===== src/rtl/alu_pkg.sv =====
// alu_pkg: shared state encoding, nibble width and named 74181 function selects.
package alu_pkg;
    localparam int NIB_W = 4;
    localparam logic [3:0] ALU_S_ADD = 4'b1001;
    localparam logic [3:0] ALU_S_SUB = 4'b0110;
    localparam logic [3:0] ALU_S_XOR = 4'b0110;
    typedef enum logic [1:0] {IDLE, RUN, DONE} state_t;
endpackage


===== src/rtl/alu_nibble_seq.sv =====
// alu_nibble_seq: nibble-serial sequencer driving one 4-bit ALU slice, LSB nibble first.
// Optional ALU_SEQ_ZERO_EN adds a registered all-zero flag for the assembled result.
module alu_nibble_seq
    import alu_pkg::*;
#(
    parameter int NIBBLES = 4
) (
    input  logic                   clk,
    input  logic                   rst_n,
    input  logic                   start,
    input  logic [4*NIBBLES-1:0]   op_a,
    input  logic [4*NIBBLES-1:0]   op_b,
    input  logic [3:0]             op_s,
    input  logic                   op_m,
    input  logic                   op_ci_n,
    output logic                   busy,
    output logic                   done,
    output logic [4*NIBBLES-1:0]   result,
    output logic                   co_n_out,
    output logic                   a_eq_b_out,
    output logic [3:0]             alu_a,
    output logic [3:0]             alu_b,
    output logic [3:0]             alu_s,
    output logic                   alu_m,
    output logic                   alu_ci_n,
    input  logic [3:0]             alu_y,
    input  logic                   alu_co_n,
    input  logic                   alu_aeqb
`ifdef ALU_SEQ_ZERO_EN
    ,
    output logic                   zero_out
`endif
);
    localparam int IW = (NIBBLES > 1) ? $clog2(NIBBLES) : 1;
    state_t state;
    logic [4*NIBBLES-1:0] a_q, b_q, res_next;
    logic [3:0] s_q;
    logic m_q, carry, eq;
    logic [IW-1:0] idx;
    logic last, run;
    always_comb begin
        run      = state == RUN;
        last     = idx == IW'(NIBBLES - 1);
        alu_a    = run ? a_q[NIB_W*idx +: NIB_W] : 4'h0;
        alu_b    = run ? b_q[NIB_W*idx +: NIB_W] : 4'h0;
        alu_s    = run ? s_q : 4'h0;
        alu_m    = run ? m_q : 1'b0;
        alu_ci_n = run ? carry : 1'b1;
        res_next = result;
        res_next[NIB_W*idx +: NIB_W] = alu_y;
    end
    always_ff @(posedge clk or negedge rst_n) begin
        if (!rst_n) begin
            state      <= IDLE;
            busy       <= 1'b0;
            done       <= 1'b0;
            result     <= '0;
            co_n_out   <= 1'b1;
            a_eq_b_out <= 1'b0;
            idx        <= '0;
            a_q        <= '0;
            b_q        <= '0;
            s_q        <= 4'h0;
            m_q        <= 1'b0;
            carry      <= 1'b1;
            eq         <= 1'b0;
`ifdef ALU_SEQ_ZERO_EN
            zero_out   <= 1'b0;
`endif
        end else begin
            case (state)
                RUN: begin
                    result <= res_next;
                    carry  <= alu_co_n;
                    eq     <= eq & alu_aeqb;
                    idx    <= last ? '0 : idx + 1'b1;
                    if (last) begin
                        state      <= DONE;
                        busy       <= 1'b0;
                        done       <= 1'b1;
                        co_n_out   <= alu_co_n;
                        a_eq_b_out <= eq & alu_aeqb;
`ifdef ALU_SEQ_ZERO_EN
                        zero_out   <= res_next == '0;
`endif
                    end
                end
                default: begin
                    // IDLE and DONE accept a new op identically, so back-to-back ops need no bubble
                    done <= 1'b0;
                    if (start) begin
                        a_q   <= op_a;
                        b_q   <= op_b;
                        s_q   <= op_s;
                        m_q   <= op_m;
                        carry <= op_ci_n;
                        eq    <= 1'b1;
                        idx   <= '0;
                        busy  <= 1'b1;
                        state <= RUN;
                    end else begin
                        state <= IDLE;
                    end
                end
            endcase
        end
    end
endmodule


===== config.mk =====
export PLATFORM = sky130hd
export DESIGN_NAME = alu_nibble_seq
export DESIGN_NICKNAME = d
export VERILOG_FILES = /design/src/rtl/alu_pkg.sv /design/src/rtl/alu_nibble_seq.sv
export SDC_FILE = /design/constraint.sdc
export NUM_CORES = 1
export LEC_CHECK = 0
export ABC_AREA = 1
export CAP_MARGIN = 40
export CELL_PAD_IN_SITES_DETAIL_PLACEMENT = 0
export CELL_PAD_IN_SITES_GLOBAL_PLACEMENT = 1
export CORE_ASPECT_RATIO = 0.8
export CORE_UTILIZATION = 35
export CTS_BUF_LIST = sky130_fd_sc_hd__clkbuf_16
export DETAILED_ROUTE_END_ITERATION = 7
export PLACE_DENSITY_LB_ADDON = 0.1
export SYNTH_ARGS = -nofsm -noshare
export SYNTH_HDL_FRONTEND = slang
export SYNTH_SLANG_ARGS = --single-unit

===== constraint.sdc =====
create_clock -name clk -period 2.15 [get_ports clk]
set_input_delay 0.215 -clock clk [delete_from_list [all_inputs] [get_ports clk]]
set_output_delay 0.215 -clock clk [all_outputs]
set_load 0.005 [all_outputs]

# After elaboration in Yosys (flattened, before gate mapping)

Cells that the tools add are included.

Flip-flop bits (word level): 63
Bits of input ports: 47
Output and inout bits: 34

Add/subtract/negate cells: 2
Equal/unequal tests: 3
Shift-type cells: 4
Muxes and demuxes: 20
Bitwise gates (word level): 2
Reduce and logical (&&, ||, !) cells: 4

Operators by type and width:

| cell                                                                    | count |
|---|---|
| 4-bit negator with 34-bit output                                        | 1 |
| 4-bit by 34-bit variable shift with 16-bit output, first input constant | 1 |
| 4-bit by 34-bit variable part select with 16-bit output                 | 1 |
| 16-bit by 5-bit variable part select with 4-bit output                  | 2 |
| 16-bit bitwise mux                                                      | 1 |
| 4-bit two-way mux                                                       | 3 |
| 1-bit two-way mux                                                       | 11 |
| 2-bit two-way mux                                                       | 5 |
| 2-bit AND reduction                                                     | 3 |
| 2-bit by 1-bit adder with 2-bit output, second input constant           | 1 |
| 2-bit by 1-bit equality test with 1-bit output, second input constant   | 1 |
| 2-bit equality test, second input constant                              | 1 |
| 2-bit != test, second input constant                                    | 1 |
| 2-bit nonzero test                                                      | 1 |
| 1-bit bitwise AND                                                       | 1 |
| 1-bit inverter                                                          | 1 |

# Depth between registers and ports, before layout

Gate-level depths: netlist (run 1).

Depth in word-level cells: 3
Mapped depth: 9
Depth with buffers taken out: 7

# Worst setup path after synthesis (run 1)

OpenSTA, ideal clock, no wires.

Kind: flip-flop to flip-flop
From: reg idx[0]
To: reg result[0]
Setup time: 65 ps
Data arrival time: 1,591 ps
Required time: 2,085 ps
Setup slack: 494 ps
Cell stages (with the launch flop): 10
Buffers on the path: 2
Clock period less this slack: 1,656 ps
Path through: dfrtp_1 > buf_2 > inv_1 > buf_2 > ha_1 > inv_1 > nand2_1 > nor2_1 > nand3_1 > nand2_1

Word-level cells in the longest chain between the ends: 3
Elaborated cells on any way between the ends: 4
Those cells by class: add/sub (1); shift (2); mux (1)

Ends and longest elaborated chain:

| what                                                                                                                                | RTL line             | text |
|---|---|---|
| start, declared                                                                                                                     | alu_nibble_seq.sv:39 | `logic [IW-1:0] idx;` |
| start signal, assigned                                                                                                              | alu_nibble_seq.sv:76 | `idx <= last ? '0 : idx + 1'b1;` |
| 4-bit negator with 34-bit output *                                                                                                  | alu_nibble_seq.sv:50 | `res_next[NIB_W*idx +: NIB_W] = alu_y;` |
| 4-bit by 34-bit variable part select with 16-bit output / 4-bit by 34-bit variable shift with 16-bit output (equally long branches) | alu_nibble_seq.sv:50 |  |
| 16-bit bitwise mux *                                                                                                                | alu_nibble_seq.sv:50 |  |
| end signal, assigned                                                                                                                | alu_nibble_seq.sv:73 | `result <= res_next;` |
| end, declared                                                                                                                       | alu_nibble_seq.sv:18 | `output logic [4*NIBBLES-1:0] result,` |

Every way passes the cells marked *; elsewhere a longest branch is shown, timed or not.
A chain may end at the register's enable or synchronous reset.

# Final worst setup path (run 1)

From: reg idx[0]
To: out alu_b[0]

Word-level cells in the longest chain between the ends: 2

Ends and longest elaborated chain:

| what                                                   | RTL line             | text |
|---|---|---|
| 16-bit by 5-bit variable part select with 4-bit output | alu_nibble_seq.sv:45 | `alu_b = run ? b_q[NIB_W*idx +: NIB_W] : 4'h0;` |
| 4-bit two-way mux                                      | alu_nibble_seq.sv:45 |  |
| end, declared                                          | alu_nibble_seq.sv:22 | `output logic [3:0] alu_b,` |

No other way between the ends.

==> results of run 1 <==
flip-flops by register name, indices dropped and copies added, names as in the netlist:
name	count
result	16
b_q	16
carry	1
s_q	4
busy	1
m_q	1
idx	2
eq	1
state	1
co_n_out	1
a_q	16
a_eq_b_out	1
done	1
worst max-delay path: stages (launching register included):
cell and delay, ps:
dfrtp_1 370, buf_4 210, nand2_1 90, nand3_1 90, a21oi_1 200, clkdlybuf4s50_1 530
area by class of cell:
| type | count | area [um^2] |
|---|---|---|
| Fill cell | 794 | 3860 |
| Clock buffer | 9 | 225 |
| Timing Repair Buffer | 88 | 896 |
| Inverter | 52 | 195 |
| Sequential cell | 62 | 1550 |
| Clock inverter | 7 | 56.3 |
| Multi-Input combinational cell | 234 | 1090 |
| Tap cell | 108 | 135 |
cell usage in the layout, fill, tap and decap left out, drive strengths merged:
master         instances
nand3                 24
bufinv                 1
nand2                133
inv                   53
dfstp                  2
clkinv                 5
o22ai                  1
clkdlybuf4s50         79
ha                     6
a21oi                  8
o21a                   1
dfrtp                 60
clkbuf                 9
buf                    8
or2                    1
dlygate4sd3            1
nor2                  20
o21ai                 40
final timing paths:
| check | from | to | cells after the start |
|---|---|---|---|
| min in group clk | op_ci_n | carry$_DFFE_PN1P_ | 3 |
| worst min register to register | result[6]$_DFFE_PN0P_ | result[6]$_DFFE_PN0P_ | 2 |
| worst max-delay path | idx[0]$_DFFE_PN0P_ | alu_b[0] | 5 |
| worst max register to register | idx[0]$_DFFE_PN0P_ | result[8]$_DFFE_PN0P_ | 7 |
| worst min-delay path | rst_n | a_q[12]$_DFFE_PN0P_ | 3 |
| max in group asynchronous | rst_n | co_n_out$_DFFE_PN1P_ | 3 |
through the flow:
step	setup slack, ps	std cells	total power, mW
finish	139	560	6.22
global placement	404	543	4.87
detailed placement	347	543	4.91
global route	37.6	560	6.77
CTS	104	560	6.33
floorplan	494	363	3.60
power by group:
group	switching (mW)	internal, mW
clock	0.491	0.877
sequential	0.207	1.73
combinational	1.51	1.40
logic make-up (layout without fill, tap and decap cells):
| family | Yosys count | in the layout | synth area share |
|---|---|---|---|
| buffers and inverters | 67 | 156 | 0.101 |
| AND/OR/NAND/NOR | 178 | 178 | 0.245 |
| flip-flops | 62 | 62 | 0.529 |
| adder cells (fa/ha/maj) | 6 | 6 | 0.0255 |
| AO/OA/AOI/OAI | 50 | 50 | 0.0992 |
timing repair:
action / 4_1_cts / 5_1_grt
buffers inserted: 0 / 0
hold buffers: 1 / 0
resized for setup: 1 / 1
setup endpoints to repair: 1 / 2
hold endpoints to repair: 60 / 0
per-layer routing:
| layer | vias to the layer above | share of wire |
|---|---|---|
| met5 | - | 0 |
| met3 | 5 | 0.050 |
| met4 | 0 | 0.011 |
| met2 | 64 | 0.44 |
| met1 | 1118 | 0.50 |
| li1 | 1285 | - |
==> flow_summary.ini, run 1 <==
[yosys]
ys_top_cells_by_count = 133 x nand2_1, 60 x dfrtp_1, 50 x inv_1
synth_flop_cell = dfrtp_1
synth-edff-count = 0
yosysTopAreaCell = dfrtp_1
ys_warn_count = 0
syn_area_mm2 = 0.00294
syn_area_per_cell_um2 = 8.10
syn_inst = 363
synthTopCellsByArea = dfrtp_1 51%, nand2_1 17%, inv_1 6.4%
ys_async_sr_fraction = 1.00
synth.distinct_cells = 21
synth_top_area_share = 0.511
syn_nets = 416
synth_most_common_cell = nand2_1
synth-seq-cells = 62
yosysSeqAreaShare = 0.529

[sta]
finalSetupTns_ps = 0
max-slew-margin-rel = 0.761
rsz0062_at_grt = false
period_share = 0.935
tightest_slew_ps = 357
min_period_ps = 2010
holdWs_ps = 436
slew_viol_final = 0
finalSetupViolCount = 0
hold_violations = 0
skew_ps = 3.11
max_freq_mhz = 497

[global_routing]
grt_util_met3 = 0.0562
antenna_found_initial = 0
grt_overflow_total = 0
grt_use_met1 = 0.234
grt_pass1_wl_um = 11800
grt_max_degree = 77
grt_util_all_layers = 0.174
busiest_layer = met2
grt_pass1_vias = 2452
gr-usage-met2 = 0.263

[min_path]
worstHoldPathType = primary input to asynchronous set/reset pin

[cells_and_area]
final_cell_area_mm2 = 0.00416
insertedDiodeCount = 0
drive_above_1_share = 0.0907
final_core_util = 0.518
area_growth_pct = 41.4
nNetsFinal = 500

[worst_setup_path]
rrSetupSlack_ps = 580
crit_fanout = 19
cp-end-kind = primary output
cp.arrival_ps = 1800
path_class = flop to primary output
startpoint_type = flop
cp.required_ps = 1930

[clock_tree]
clockRootBuffer = clkbuf_16
htree_levels = 3
cts_buffer_depth = 2
clkLatencyLatePin_ps = 320
numCtsBuffers = 9
cts_tree = built
cts_num_sinks = 62
clkTransAtPathRegs_ps = 50

[floorplanning]
die_y_um = 84.0
die_w_um = 104
num_rows = 29
die_area_mm2 = 0.00877
start_util = 0.367
coreArea_mm2 = 0.00802
ioPinCount = 81

[placed_design]
dpl_cell_area_mm2 = 0.00386
place_congestion = 0.754
port-buffer-count = 80
dp_hpwl_um = 4750

[power_and_ir_drop]
powerDensity_mw_per_mm2 = 1500
p_leak_nw = 2.02
irDropWorstVdd_mv = 0.560

[routing]
avgViaCountPerCell = 4.41
remaining_drc_errors = 0
wl_per_cell_um = 12.4
vias = 2472
drtAntennaViolNets = 0
drt_pass1_iterations = 4
dr.first_iter.drc_count = 108
wl_um = 6940

[job]
max_cap_violations = 0

[run_status]
outcome = finished clean
Note: power is estimated with default switching activity, not from simulation.
==> run 2: changes to the inputs <==
--- a/config.mk
+++ b/config.mk
@@ -5,15 +5,16 @@
 export SDC_FILE = /design/constraint.sdc
 export NUM_CORES = 1
 export LEC_CHECK = 0
-export ABC_AREA = 1
 export CAP_MARGIN = 40
 export CELL_PAD_IN_SITES_DETAIL_PLACEMENT = 0
 export CELL_PAD_IN_SITES_GLOBAL_PLACEMENT = 1
 export CORE_ASPECT_RATIO = 0.8
-export CORE_UTILIZATION = 35
+export CORE_UTILIZATION = 37
 export CTS_BUF_LIST = sky130_fd_sc_hd__clkbuf_16
 export DETAILED_ROUTE_END_ITERATION = 7
+export HOLD_SLACK_MARGIN = 0.03
 export PLACE_DENSITY_LB_ADDON = 0.1
 export SYNTH_ARGS = -nofsm -noshare
 export SYNTH_HDL_FRONTEND = slang
 export SYNTH_SLANG_ARGS = --single-unit
+export TNS_END_PERCENT = 5
==> run 2 against run 1 <==
  * Clock skew rose by 1.7 ps
  * Synthesized cell count shrank 39%
  * Largest cell class unchanged
  * Global-route usage down 0.58 points
  * First-iteration DRC count fell by 33%
  * Die area fell by 10%
  * Critical endpoint is now alu_a[3]
  * Critical path depth shrank 1
  * Power is 1.8% higher
  * Non-clock buffer count rose by 3
  * Largest power group unchanged
==> flow_summary.ini, run 2 <==
[cells_and_area]
drive_above_1_share = 0.223
area_growth_pct = 45.6
nNetsFinal = 367
fillers = 627
insertedDiodeCount = 0
final_core_util = 0.572
final_cell_mix = 79 x clkdlybuf4s50_1, 60 x dfrtp_1, 30 x mux2_2, 30 x nand2_1, 17 x mux2i_1
largest_registers = a_q x16, b_q x16, result x16
mostFrequentLayoutCell = clkdlybuf4s50_1

[global_routing]
grt_util_met3 = 0.0560
grt_util_all_layers = 0.168
gr-usage-met2 = 0.241
grt_pass1_wl_um = 9940
grt_overflow_total = 0
grt_use_met1 = 0.238
busiest_layer = met2
grt_pass1_vias = 1993
antenna_found_initial = 0
grt_max_degree = 40

[yosys]
syn_inst = 221
yosysSeqAreaShare = 0.557
syn_nets = 274
ys_async_sr_fraction = 1.00
ys_top_cells_by_count = 60 x dfrtp_1, 32 x nand2_1, 30 x mux2_2
synth_flop_cell = dfrtp_1
synth-edff-count = 0
yosysTopAreaCell = dfrtp_1
syn_area_mm2 = 0.00279
synth_most_common_cell = dfrtp_1
synth_top_area_share = 0.539
synth.distinct_cells = 27
ys_warn_count = 0
syn_area_per_cell_um2 = 12.6
synth-seq-cells = 62
synthTopCellsByArea = dfrtp_1 54%, mux2_2 12%, mux2i_1 6.1%

[floorplanning]
die_area_mm2 = 0.00789
ioPinCount = 81
start_util = 0.393
num_rows = 27
die_w_um = 99.0
die_y_um = 79.6
coreArea_mm2 = 0.00709

[worst_setup_path]
path_cells = buf_12 -> mux2i_1 -> o22ai_1 -> clkdlybuf4s50_1
cp.arrival_ps = 1830
rrSetupSlack_ps = 400
startpoint_type = flop
slowest_delay_ps = 480
r2r_cells = 6
cp.required_ps = 1930
cp-end-kind = primary output
critPathSlowestCell = dfrtp_1
path_class = flop to primary output
crit_fanout = 16
r2r_end = result[12]$_DFFE_PN0P_
r2r_start = idx[0]$_DFFE_PN0P_

[power_and_ir_drop]
irDropWorstVdd_mv = 0.733
powerDensity_mw_per_mm2 = 1560
p_leak_nw = 1.73
power_mw = 6.34

[clock_tree]
clockRootBuffer = clkbuf_16
cts_num_sinks = 62
htree_levels = 3
cts_tree = built
clkLatencyLatePin_ps = 320
numCtsBuffers = 9
cts_buffer_depth = 2
clkTransAtPathRegs_ps = 50

[routing]
dr.first_iter.drc_count = 72
wl_per_cell_um = 14.9
avgViaCountPerCell = 4.78
drtAntennaViolNets = 0
remaining_drc_errors = 0
vias = 1939
wl_um = 6040
drt_pass1_iterations = 4

[sta]
skew_ps = 4.81
tightest_slew_ps = 566
max_freq_mhz = 489
max-slew-margin-rel = 0.623
rsz0062_at_grt = true
min_period_ps = 2040
slew_viol_final = 0
period_share = 0.951
finalSetupViolCount = 0
hold_violations = 0

[placed_design]
place_congestion = 0.687
dp_hpwl_um = 4320
port-buffer-count = 80

[job]
max_cap_violations = 0

[min_path]
worstHoldPathType = primary input to asynchronous set/reset pin

[run_status]
outcome = finished clean
run 2: per-layer routing:
metal / part of all wire / routed length, um
met5: 0 / 0
met2: 0.42 / 2540
met1: 0.52 / 3130
met3: 0.051 / 307
met4: 0.0088 / 53
run 2: area by class of cell:
class | count | area (um^2) | area share
clock buffer | 9 | 225 | 0.0555
clock inverter | 7 | 67.6 | 0.0167
inverter | 3 | 11.3 | 0.00278
multi-input combinational | 147 | 1170 | 0.289
sequential | 62 | 1550 | 0.383
tap | 87 | 109 | 0.0268
timing repair buffer | 91 | 918 | 0.226
run 2: critical path, delay by kind of cell (launching register included):
kind / cells / cell delay, ps
compound gates: 1 / 110
buf+inv: 2 / 670
flops: 1 / 480
mux: 1 / 250
run 2: worst max path at each step:
stage | start | to | cells past startpoint
after global routing | done$_DFFE_PN0P_ | alu_b[3] | 4
after detailed placement | done$_DFFE_PN0P_ | alu_b[3] | 4
after CTS | done$_DFFE_PN0P_ | alu_b[3] | 4
after global placement | done$_DFFE_PN0P_ | alu_b[0] | 4
after floorplan | idx[0]$_DFFE_PN0P_ | result[12]$_DFFE_PN0P_ | 6
final | idx[0]$_DFFE_PN0P_ | alu_a[3] | 4
run 2: through the flow:
stage | hold WS [ps] | area (um^2) | std cells | setup WS [ps] | TNS [ps]
final | 422 | 4060 | 406 | 106 | 0
after detailed placement | 245 | 3750 | 389 | 279 | 0
after CTS | 436 | 4060 | 406 | 85.6 | 0
after floorplan | -80.6 | 2790 | 221 | 253 | 0
after global routing | 455 | 4060 | 406 | -1.66 | -1.66
after global placement | 250 | 3750 | 389 | 330 | 0
run 2: cells by family (layout without fill, tap and decap cells):
| logic type | after synthesis | in the layout | synth area share |
|---|---|---|---|
| buf+inv | 12 | 110 | 0.0247 |
| flops | 62 | 62 | 0.557 |
| fa+ha+maj | 6 | 6 | 0.0269 |
| compound gates | 30 | 30 | 0.0673 |
| simple gates | 56 | 56 | 0.0983 |
| mux | 55 | 55 | 0.225 |
run 2: power breakdown:
group / total, mW / internal (mW) / switching, mW
clock: 1.38 / 0.888 / 0.494
sequential: 2.09 / 1.77 / 0.321
combinational: 2.86 / 1.74 / 1.12
total: 6.34 / 4.40 / 1.94
run 2: repair_timing:
action | in CTS | in global routing
gates resized for setup | 3 | 1
hold buffers | 1 | 0
endpoints found under the hold margin | 24 | 0
setup buffers | 0 | 0
endpoints found under the setup margin | 8 | 2
==> edit 1 (config.mk and constraints of run 2) <==
Register the output `result` once more; this adds one clock of latency there. The other outputs are not delayed to match. Comments in the files are not updated.
--- a/src/rtl/alu_nibble_seq.sv
+++ b/src/rtl/alu_nibble_seq.sv
@@ -32,6 +32,8 @@
 `endif
 );
     localparam int IW = (NIBBLES > 1) ? $clog2(NIBBLES) : 1;
+
+    logic [4*NIBBLES-1:0] result_s0;
     state_t state;
     logic [4*NIBBLES-1:0] a_q, b_q, res_next;
     logic [3:0] s_q;
@@ -46,7 +48,7 @@
         alu_s    = run ? s_q : 4'h0;
         alu_m    = run ? m_q : 1'b0;
         alu_ci_n = run ? carry : 1'b1;
-        res_next = result;
+        res_next = result_s0;
         res_next[NIB_W*idx +: NIB_W] = alu_y;
     end
     always_ff @(posedge clk or negedge rst_n) begin
@@ -54,7 +56,7 @@
             state      <= IDLE;
             busy       <= 1'b0;
             done       <= 1'b0;
-            result     <= '0;
+            result_s0  <= '0;
             co_n_out   <= 1'b1;
             a_eq_b_out <= 1'b0;
             idx        <= '0;
@@ -70,7 +72,7 @@
         end else begin
             case (state)
                 RUN: begin
-                    result <= res_next;
+                    result_s0 <= res_next;
                     carry  <= alu_co_n;
                     eq     <= eq & alu_aeqb;
                     idx    <= last ? '0 : idx + 1'b1;
@@ -105,5 +107,9 @@
             endcase
         end
     end
+    always_ff @(posedge clk) begin
+        result <= result_s0;
+    end
+
 endmodule
 
Function: changed (a bounded check fails within 4 cycles, from zero or initial values and one cycle with rst_n low).
==> edit 1 against run 2 <==
- final area increased by 7.8%
- clock power increased by 14%
- global-route usage decreased by 1.2 points
- synthesized area increased by 11%
- sequential cell count increased by 16
- wire length increased by 3.6%
- die area increased by 11%
- combinational power decreased by 4%
- setup slack got worse by 0.046 ns
- non-clock buffer count decreased by 5
- power increased by 8.1%
- largest cell class unchanged
- highest routed layer unchanged
==> edit 1: results (changes against run 2) <==
vias per cell 4.78 (+0.11%); R2R cell count 5 (-1); register-to-register setup slack 0.29 ns (-0.11 ns); top post-synthesis cells by area dfrtp_1 49%, mux2_2 13%, dfxtp_1 10%; Critical Path Sink alu_b[0]; sw power 2000 µW (+3.4%); fmax 479 MHz (-2.2%); maximum fanout along the worst path 8 (-8); total global-route track usage 15.6% (-1.2 points); hold crit path type reg -> reg; Synth top cells by count 60 x dfrtp_1, 36 x mux2_2, 19 x nand2_1, 17 x mux2i_1, 16 x dfxtp_1; Util after Layout 54.5% (-2.6 points); Reg2Reg Launch Point idx[1]$_DFFE_PN0P_; status complete, no violations; vias in the first global route 2,039 (+2.3%); Pleak 0.00187 µW (+8.1%); fraction of layout cells with a size suffix above 1 20.8% (-1.4 points); initial DRC count 60 (-17%); CP max stage delay 0.52 ns (+0.04 ns); Slew Limit Headroom 59.1% (-3.2 points); Placer Congestion 0.740 (+7.7%); Area after DPL 4020 µm² (+7.3%); post-place setup slack 0.230 ns (-0.0486 ns); part of the Yosys area used for sequential elements 60.6% (+4.9 points); syn nets 277 (+1.1%); CP max-delay cell clkdlybuf4s50_1; Avg WL per Cell 14.7 µm (-1.0%); Data arrival, critical path 1.87 ns (+0.04 ns); FFs w/ async S/R, synth 79.5% (-21 points)
==> edit 1: cell count changes in the layout (fill, tap and decap cells not counted), moves of 5 or more <==
cell	run 2	this run
nand2_1	30	17
o21ai_0	14	7
mux2_2	30	36
mux2_4	8	0
dfxtp_1	0	16
a22o_1	1	9
buf_4	7	2
==> edit 1: power by group through the flow <==
stage / clock network, µW / registers [µW] / logic [µW]
after floorplan: 0 / 2490 / 1550
after global placement: 0 / 2520 / 2720
after detailed placement: 0 / 2550 / 2730
after CTS: 1630 / 2520 / 2750
after global routing: 1690 / 2610 / 3000
final: 1580 / 2520 / 2750
==> edit 1: area by class of cell <==
class                           instances  area (µm²)
Clock inverter                          7        90.1
Clock buffer                            9         225
Sequential cell                        78        1870
Timing Repair Buffer                   86         878
Inverter                                3        11.3
Multi-Input combinational cell        134        1160
Tap cell                              108         135
Fill cell                             687        3640
==> edit 1: timing repair <==
action | CTS | global route
hold endpoints to repair | 24 | 0
gates resized for setup | 2 | 7
setup endpoints to repair | 8 | 13
gates cloned | 0 | 0
hold buffers | 1 | 0
==> edit 1: worst min path at each step <==
stage                              start  slack [ns]                     end
2_1_floorplan                      rst_n       -0.08  a_eq_b_out$_DFFE_PN0P_
3_3_place_gp                       rst_n        0.27     a_q[10]$_DFFE_PN0P_
3_5_place_dp                       rst_n        0.26     a_q[10]$_DFFE_PN0P_
4_1_cts        result_s0[14]$_DFFE_PN0P_        0.37      result[14]$_DFF_P_
5_1_grt        result_s0[14]$_DFFE_PN0P_        0.39      result[14]$_DFF_P_
6_report       result_s0[14]$_DFFE_PN0P_        0.37      result[14]$_DFF_P_
==> edit 1: kinds of logic after synthesis <==
family | after synthesis | synth area share (%)
compound gates | 30 | 6.84
fa+ha+maj | 6 | 2.43
buf+inv | 12 | 2.43
flops | 78 | 60.6
mux | 55 | 19.3
simple gates | 43 | 8.34
==> edit 1: per-stage QoR <==
stage | TNS, ns | cells | power, µW
detailed placement | 0 | 408 | 5280
finish | 0 | 425 | 6850
CTS | -0.0265 | 425 | 6900
global route | -0.160 | 425 | 7300
floorplan | 0 | 224 | 4030
global placement | 0 | 408 | 5240
==> edit 1: worst reg2reg max path, delay by kind of cell (launching register included) <==
family | cells | cell delay [ns]
compound gates | 1 | 0.20
fa+ha+maj | 1 | 0.26
buf+inv | 1 | 0.17
flops | 1 | 0.45
simple gates | 2 | 0.73
==> edit 1: metal layers <==
| layer | vias up | share of wire (%) | global-route usage, % |
|---|---|---|---|
| met5 | - | 0 | 0 |
| met2 | 62 | 41 | 21.5 |
| li1 | 983 | - | - |
| met4 | 0 | 1.6 | 6.23 |
| met1 | 978 | 49 | 21.7 |
| met3 | 9 | 7.6 | 6.40 |
==> edit 2 (flow settings as in run 2) <==
Made on the original files. The parameter `NIBBLES` goes from 4 to 2.
--- a/src/rtl/alu_nibble_seq.sv
+++ b/src/rtl/alu_nibble_seq.sv
@@ -3,7 +3,7 @@
 module alu_nibble_seq
     import alu_pkg::*;
 #(
-    parameter int NIBBLES = 4
+    parameter int NIBBLES = 2
 ) (
     input  logic                   clk,
     input  logic                   rst_n,
Ports: changed (resized op_a, op_b and result); port bits go from 81 to 57. The function was not compared with the original's and may differ.
==> edit 2 against run 2 <==
- wire length fell by 43%
- critical endpoint is now alu_a[2]
- maximum frequency rose by 3.7%
- setup slack improved by 0.073 ns
- core utilization fell by 0.91 points
- final area fell by 41%
- clock power fell by 51%
- power fell by 43%
- synthesized area fell by 41%
- global-route usage fell by 1.8 points
- critical path type unchanged
- highest routed layer unchanged
- sequential cell count fell by 25
==> edit 2: results (changes against run 2) <==
status complete, no violations; Adder-Cell Fraction of Synth Area 0% (-2.7 points); post-synthesis compound-gate area fraction 2.13% (-4.6 points); skew final 0.00582 ns (+0.00101 ns); maximum fanout along the worst path 10 (-6); htree depth 2 (-1); post-synthesis mux area share 30.2% (+7.7 points); total global-route track usage 15.0% (-1.8 points); WL final 3.42 mm (-43%); Area after DPL 2240 µm² (-40%); initial DRC count 29 (-60%); top post-synthesis cells by area dfrtp_1 53%, mux2_4 16%, mux2_2 8.2%; part of the Yosys area used for sequential elements 56.6% (+0.81 points); Seq. cell area 928 µm² (-40%); biggest registers after layout a_q: 8 flops, b_q: 8 flops, result: 8 flops; Pleak 0.00107 µW (-39%); # fillers 364 (-42%); CP delay by family, top flip-flops; buffer share of cell area 23.6% (+1.0 points); Inst Count DP 223 (-43%); GRT met3 Usage 4.59% (-1.0 points); CP max stage delay 0.69 ns (+0.21 ns); wire length on met3 157 µm (-49%); Multi-In Gates 70 (-52%); Avg WL per Cell 14.8 µm (-0.44%); maximum vdd drop 0.000587 V (-20%); first-pass GRT wire length 5.25 mm (-47%); CTS resizes 0 (-3); fraction of standard cell area in multi-input logic 28.2% (-0.67 points); met2 Usage GRT 25.7% (+1.7 points); final instance area 2380 µm² (-41%); Non-clock buffers 57 (-37%); metal2 WL 1.66 mm (-35%); fraction of layout cells with a size suffix above 1 26.4% (+4.2 points)
## edit 2: cell types whose count changed after synthesis, moves of 6 or more
cell            run 2  this run
o21ai_0            14         7
o22ai_1             8         0
mux2_2             30        12
nand2_1            32         4
dfrtp_1            60        35
mux2i_1            17         9
ha_1                6         0
mux2_4              8        18
## edit 2: worst paths after layout
path                                         from                endpoint  slack [ns]  cells past startpoint
max reg2reg                       idx$_DFFE_PN0P_   result[4]$_DFFE_PN0P_        0.53                      3
max in group asynchronous                   rst_n      a_q[1]$_DFFE_PN0P_        1.59                      1
min reg2reg                a_eq_b_out$_DFFE_PN0P_  a_eq_b_out$_DFFE_PN0P_        0.50                      2
min in group clk           a_eq_b_out$_DFFE_PN0P_  a_eq_b_out$_DFFE_PN0P_        0.50                      2
max                               idx$_DFFE_PN0P_                alu_a[2]        0.18                      3
min                                         rst_n      a_q[3]$_DFFE_PN0P_        0.04                      1
